--- src/rtl/histogram_controller.sv ---
// Sequencer that feeds samples to an external histogram block, waits for its search
// result and hands the captured result to a ready/valid consumer, with drop and watchdog status.
//   state       | meaning
//   IDLE        | waiting for start
//   CLEAR       | one-cycle histogram clear pulse
//   ACQUIRE     | forwarding samples until the histogram reports max count
//   WAIT_RESULT | waiting for the histogram search, guarded by the watchdog
//   PRESENT     | holding the captured result until the consumer accepts it
module histogram_controller #(
    parameter int DATA_WIDTH                           = 4,
    parameter int LOG2_OF_NUMBER_OF_SAMPLES_TO_ACQUIRE = 4,
    parameter int TIMEOUT_CYCLES                       = 255
) (
    input  logic                                             clock,
    input  logic                                             reset_n,
    input  logic                                             start,
    input  logic                                             continuous,
    input  logic                                             abort,
    input  logic                                             data_valid,
    input  logic [DATA_WIDTH-1:0]                            data_in,
    output logic                                             hist_sample,
    output logic [DATA_WIDTH-1:0]                            hist_data,
    output logic                                             hist_clear,
    input  logic                                             hist_max_count_reached,
    input  logic                                             hist_result_valid,
    input  logic [4*DATA_WIDTH-1:0]                          hist_results,
    input  logic [4*LOG2_OF_NUMBER_OF_SAMPLES_TO_ACQUIRE-1:0] hist_counts,
    output logic                                             out_valid,
    input  logic                                             out_ready,
    output logic [4*DATA_WIDTH-1:0]                          out_results,
    output logic [4*LOG2_OF_NUMBER_OF_SAMPLES_TO_ACQUIRE-1:0] out_counts,
    output logic [7:0]                                       out_run_number,
    output logic                                             busy,
    output logic                                             timeout_error,
    output logic [7:0]                                       samples_dropped
);

    typedef enum logic [2:0] {IDLE, CLEAR, ACQUIRE, WAIT_RESULT, PRESENT} state_t;

    localparam logic [15:0] TIMEOUT_TC = 16'(TIMEOUT_CYCLES);

    state_t      state;
    logic [15:0] watchdog;
    logic        forward;
    logic        drop;

    // abort wins over forwarding, so a sample presented alongside abort counts as dropped
    assign forward = (state == ACQUIRE) && !hist_max_count_reached && !abort;
    assign drop    = data_valid && !forward;

    always_ff @(posedge clock or negedge reset_n) begin
        if (!reset_n) begin
            state           <= IDLE;
            watchdog        <= '0;
            hist_sample     <= 1'b0;
            hist_data       <= '0;
            hist_clear      <= 1'b0;
            out_valid       <= 1'b0;
            out_results     <= '0;
            out_counts      <= '0;
            out_run_number  <= '0;
            busy            <= 1'b0;
            timeout_error   <= 1'b0;
            samples_dropped <= '0;
        end else begin
            hist_clear  <= 1'b0;
            hist_sample <= 1'b0;
            if (drop && samples_dropped != 8'hFF)
                samples_dropped <= samples_dropped + 8'd1;
            if (forward) begin
                hist_sample <= data_valid;
                hist_data   <= data_in;
            end

            if (abort && state != IDLE) begin
                state      <= IDLE;
                busy       <= 1'b0;
                out_valid  <= 1'b0;
                hist_clear <= 1'b1;
            end else begin
                case (state)
                    IDLE: begin
                        if (start && !abort) begin
                            state           <= CLEAR;
                            busy            <= 1'b1;
                            hist_clear      <= 1'b1;
                            timeout_error   <= 1'b0;
                            samples_dropped <= '0;
                        end
                    end
                    CLEAR: state <= ACQUIRE;
                    ACQUIRE: begin
                        if (hist_max_count_reached) begin
                            state    <= WAIT_RESULT;
                            watchdog <= '0;
                        end
                    end
                    WAIT_RESULT: begin
                        // a result arriving on the expiry cycle is still taken
                        if (hist_result_valid) begin
                            out_results <= hist_results;
                            out_counts  <= hist_counts;
                            out_valid   <= 1'b1;
                            state       <= PRESENT;
                        end else if (watchdog == TIMEOUT_TC) begin
                            timeout_error <= 1'b1;
                            busy          <= 1'b0;
                            state         <= IDLE;
                        end else begin
                            watchdog <= watchdog + 16'd1;
                        end
                    end
                    PRESENT: begin
                        if (out_ready) begin
                            out_valid      <= 1'b0;
                            out_run_number <= out_run_number + 8'd1;
                            if (continuous) begin
                                state      <= CLEAR;
                                hist_clear <= 1'b1;
                            end else begin
                                state <= IDLE;
                                busy  <= 1'b0;
                            end
                        end
                    end
                    default: begin
                        state <= IDLE;
                        busy  <= 1'b0;
                    end
                endcase
            end
        end
    end

endmodule
--- config.mk ---
export PLATFORM = sky130hd
export DESIGN_NAME = histogram_controller
export DESIGN_NICKNAME = d
export VERILOG_FILES = /design/src/rtl/histogram_controller.sv
export SDC_FILE = /design/constraint.sdc
export NUM_CORES = 1
export LEC_CHECK = 0
export ABC_AREA = 1
export BUFFER_PORTS_ARGS = -buffer_cell sky130_fd_sc_hd__clkbuf_2
export CORE_UTILIZATION = 52
export DETAILED_ROUTE_END_ITERATION = 7
export PLACE_DENSITY = 0.79
export SYNTH_ARGS = -nofsm -noshare
export SYNTH_HDL_FRONTEND = slang
export SYNTH_SLANG_ARGS = --single-unit
--- constraint.sdc ---
create_clock -name clock -period 1.73 [get_ports clock]
set_input_delay 0.0865 -clock clock [delete_from_list [all_inputs] [get_ports clock]]
set_output_delay 0.0865 -clock clock [all_outputs]
set_load 0.02 [all_outputs]
After elaboration in Yosys (flattened, before gate mapping)
Index checks and enable logic that the tools add are counted.

operators by class
  add/subtract/negate cells = 3
  equality and inequality tests = 20
  multiplexer cells = 37
  bitwise logic cells = 1
  reductions and logical operators = 22

operators by type and width
  kind                                                                     number
  16-bit two-way mux                                                       3
  8-bit two-way mux                                                        4
  16-bit case mux with 2 select lines                                      1
  1-bit two-way mux                                                        18
  3-bit two-way mux                                                        6
  3-bit inequality test (second input constant)                            6
  16-bit by 1-bit adder with 16-bit output (second input constant)         1
  8-bit by 1-bit adder with 8-bit output (second input constant)           2
  16-bit by 8-bit equality test with 1-bit output (second input constant)  1
  3-bit case mux with 5 select lines                                       1
  2-bit inequality test (second input constant)                            5
  5-bit AND reduction                                                      2
  3-bit AND reduction                                                      3
  8-bit inequality test (second input constant)                            1
  3-bit by 2-bit equality test with 1-bit output (second input constant)   2
  1-bit logical AND                                                        6
  1-bit case mux with 2 select lines                                       3
  6-bit AND reduction                                                      1
  3-bit nonzero test                                                       2
  4-bit inequality test (second input constant)                            1
  1-bit case mux with 4 select lines                                       1
  4-bit AND reduction                                                      1
  2-bit nonzero test                                                       2
  3-bit by 1-bit equality test with 1-bit output (second input constant)   1
  7 further kinds                                                          9

word-level totals
  register bits = 76
  bits of input ports = 45
  output and inout port bits = 57
  logic and storage cells = 95

Depth between registers and ports, before layout
  depth after elaboration = 10
  gate-level depth with buffers = 10
  depth with buffers taken out = 10

Worst setup path after synthesis
OpenSTA, ideal clock, no wires.

  path type = register -> register
  start = register watchdog[0]
  end = register watchdog[0]
  library setup time = 128 ps
  arrival = 1362 ps
  required time = 1602 ps
  path slack = 240 ps
  cell stages (with the launch flop) = 11
  path buffers = 1
  clock period less this slack = 1490 ps
  cells stage by stage = dfrtp_1 ha_1 nand2_2 nor2_4 nand2_2 inv_1 nand3_1 nand2_4 buf_6 nand2_1 o21ai_0

between the ends
  cells in the longest elaborated chain, start to end = 4
  elaborated cells between the ends (all ways) = 7
  those cells by class = add/sub (1); eq/ne (2); mux (3); reduce/logical (1)

ends and longest elaborated chain
  element                                   RTL line  text
  from (decl)                               43        logic [15:0] watchdog;
  from (signal assigned)                    110       watchdog <= watchdog + 16'd1;
  16-bit by 1-bit adder with 16-bit output  110
  16-bit two-way mux                        105       end else if (watchdog == TIMEOUT_TC) begin
  16-bit two-way mux                        100       if (hist_result_valid) begin
  16-bit case mux with 2 select lines       81        case (state)

Parallel ways exist; a longest one is shown, timed or not. The select of a mux whose other input is x is not followed.
A chain may end at the register's enable or synchronous reset.

Worst setup path in the final report
  start = register watchdog[0]
  end = register watchdog[1]

Same word-level chain as after synthesis.

==> impl_metrics.json <==
{
  "status": "finished, final reports clean",
  "syn2layout_area_growth_pct": 36.7,
  "synth_area_leader_cell": "dfrtp_1",
  "r2r_end": "watchdog[1]",
  "synth-main-ff-cell": "dfrtp_1",
  "cp.depth": 10,
  "ant_nets": 0,
  "synthTopCellsByCount": "204 x nand2_1, 76 x dfrtp_1, 39 x nor2_1",
  "place_ws_ns": 0.0116,
  "grt_pass1_wl_mm": 16.2,
  "cp-end-kind": "flop",
  "gp_congestion": 0.852,
  "drive_gt1_frac": 0.255,
  "async_flop_share": 1.00,
  "cp_slowest_stage_delay_ns": 0.42,
  "cts_sinks": 76,
  "p_int_w": 0.00388,
  "slowest_stage": "dfrtp_1",
  "p_comb_frac": 0.376,
  "dieHeight_um": 87.0,
  "cts-root-buf": "clkbuf_8",
  "ys_types": 33,
  "worstSetupStartpointType": "flop",
  "pwr-share-clk": 0.220,
  "timing.rr.start": "watchdog[0]",
  "dp_hpwl_mm": 6.40,
  "synthTopCellsByArea": "dfrtp_1 51%, nand2_1 20%, nor2_1 3.9%",
  "ys.warnings.count": 0,
  "first_global_vias": 3639,
  "diodes": 0,
  "routed_wl_mm": 9.98,
  "worst_pin_slew_ns": 0.542,
  "clock_tree.buffer_depth": 2,
  "hold_violations": 0,
  "numCtsBuffers": 9,
  "min_period_ns": 1.63,
  "syn_avg_cell_area_sq_um": 7.87,
  "die_area_sq_um": 7570,
  "seq_area_sq_um": 1900,
  "seqPwrFrac": 0.404,
  "p_sw_w": 0.00267,
  "drtPass1Iterations": 5,
  "fin_nets": 685,
  "crit_buf_inv": 2,
  "grt_max_degree": 36,
  "hp-class": "in -> reg",
  "setup_violations": 0,
  "num_rows": 30,
  "pwr_density_cell_nw_per_um2": 1270,
  "r2r_setup_slack_ns": 0.10,
  "finClkSkew_ns": 0.00600,
  "vias_per_cell": 5.09,
  "num-fill-cells": 455,
  "maxCapViolCount": 0,
  "fmax_mhz": 614,
  "min_period_over_period": 0.942,
  "critical-path-top-delay-family": "simple AND/OR/NAND/NOR gates",
  "syn_area_sq_um": 3760,
  "core-area_sq_um": 6870,
  "cts_tree": "yes",
  "critical_path_arrival_ns": 1.91,
  "synth_top_area_share": 0.506,
  "drc": 0,
  "synth_fp_nets": 525,
  "num_vias": 3757,
  "h-tree-depth": 3,
  "setup_ws_ns": 0.101,
  "final_max_slew_viol_count": 0,
  "cp.required_ns": 2.01,
  "antenna_found_initial": 0,
  "whs_ns": 0.0633,
  "io_buffers": 101,
  "rr_worst_depth": 10,
  "path_cells": "ha_2 -> nand2_2 -> nor2_4 -> nand2_4 -> inv_4 -> nand3_4 -> nand2_8 -> buf_4 -> nand2_1 -> o21ai_0",
  "multi_input_area_sq_um": 1680,
  "insertion_delay_ns": 0.36,
  "die_w_um": 87.0,
  "ys_seq_area_frac": 0.506,
  "wl_per_cell_um": 13.5,
  "ir_worst_vdd_v": 0.000907,
  "grt.total_usage": 0.279,
  "gr-total-overflow": 0,
  "synth_edf_count": 0,
  "io_pins": 102,
  "p_sw_frac": 0.408,
  "power.leakage_nw": 2.76,
  "start_util": 0.547,
  "clk_pin_slew_ns": 0.08,
  "yosysMostFrequentCell": "nand2_1",
  "synthCells": 477,
  "crit_path_end": "watchdog[1]",
  "path_class": "reg -> reg",
  "critPathMaxFanout": 6,
  "crit_start": "watchdog[0]",
  "slew_headroom": 0.638,
  "ys_ff_latch": 76,
  "drt_iter0_drc": 247
}
[layout by cell type (no fill, tap or decap), drive strengths merged]
| master | count |
|---|---|
| clkinvlp | 3 |
| o211ai | 1 |
| o31ai | 1 |
| o21bai | 2 |
| nor2 | 45 |
| nor3b | 1 |
| dfrtp | 76 |
| nand2 | 212 |
| nand4 | 11 |
| o21ai | 22 |
| nand3 | 27 |
| o311ai | 1 |
| xnor2 | 5 |
| nand3b | 1 |
| bufinv | 1 |
| inv | 43 |
| dlygate4sd3 | 38 |
| ha | 3 |
| buf | 19 |
| or2 | 1 |
| clkbuf | 111 |
| o2111ai | 1 |
| a21oi | 6 |
| xor2 | 8 |
| nor3 | 3 |
[power groups by stage]
stage               logic [W]  registers (W)  clock network (W)
floorplan            0.000862        0.00318                  0
global placement      0.00220        0.00262                  0
finish                0.00246        0.00264            0.00144
detailed placement    0.00226        0.00264                  0
CTS                   0.00235        0.00262            0.00144
global route          0.00272        0.00270            0.00155
[routing by layer]
metal  wire length, um  global-route usage
met1              4040               0.342
met5                 0                   0
met3               746              0.0796
met4               201               0.114
met2              4990               0.465
[per-stage QoR]
step / TNS, ns / instances / instance area (sq um) / utilization / total power [W]
finish: 0 / 738 / 5140 / 0.748 / 0.00655
CTS: 0 / 733 / 5040 / 0.734 / 0.00641
global placement: 0 / 677 / 4440 / 0.647 / 0.00482
global route: -0.00542 / 738 / 5140 / 0.748 / 0.00696
floorplan: 0 / 477 / 3760 / - / 0.00404
detailed placement: 0 / 677 / 4440 / 0.647 / 0.00491
[logic make-up (layout without fill, tap and decap cells)]
logic type                 Yosys count  after routing  synth area share
and+or+nand+nor                    300            301             0.341
DFF                                 76             76             0.506
buffers and inverters               51            215            0.0583
AOI/OAI and AO/OA                   34             34            0.0540
xor gates and xnor gates            13             13            0.0303
adders and majority gates            3              3           0.00999
[how the worst min path moves through the flow]
stage,from,to,cells past startpoint
floorplan,reset_n,busy,0
global placement,reset_n,watchdog[13],1
detailed placement,reset_n,watchdog[13],1
CTS,out_ready,hist_clear,3
global route,out_ready,hist_clear,3
finish,out_ready,hist_clear,3
[worst reg2reg max path, stage by stage (launching register included)]
cell and delay [ns]:
dfrtp_1 0.42, ha_2 0.21, nand2_2 0.08, nor2_4 0.18
nand2_4 0.09, inv_4 0.07, nand3_4 0.12, nand2_8 0.13
buf_4 0.14, nand2_1 0.05, o21ai_0 0.07
[state kept, by name, indices dropped and copies added, names as in the netlist]
register	flops
hist_sample	1
watchdog	16
state	3
hist_data	4
hist_clear	1
busy	1
out_counts	16
timeout_error	1
samples_dropped	8
out_valid	1
out_run_number	8
out_results	16
[area by class of cell]
type	instances	area share
clock buffer	10	0.0268
clock inverter	6	0.0136
inverter	41	0.0305
multi-input combinational	351	0.326
sequential	76	0.371
tap	96	0.0234
timing repair buffer	158	0.209
[repair_timing]
item / CTS / global route
buffers inserted: 2 / 3
gates resized for setup: 0 / 9
gates cloned: 0 / 2
hold buffers: 38 / 0
pin swaps: 1 / 3
hold endpoints to repair: 68 / 0
setup endpoints to repair: 1 / 15
Power figures use the tool's default switching activity.
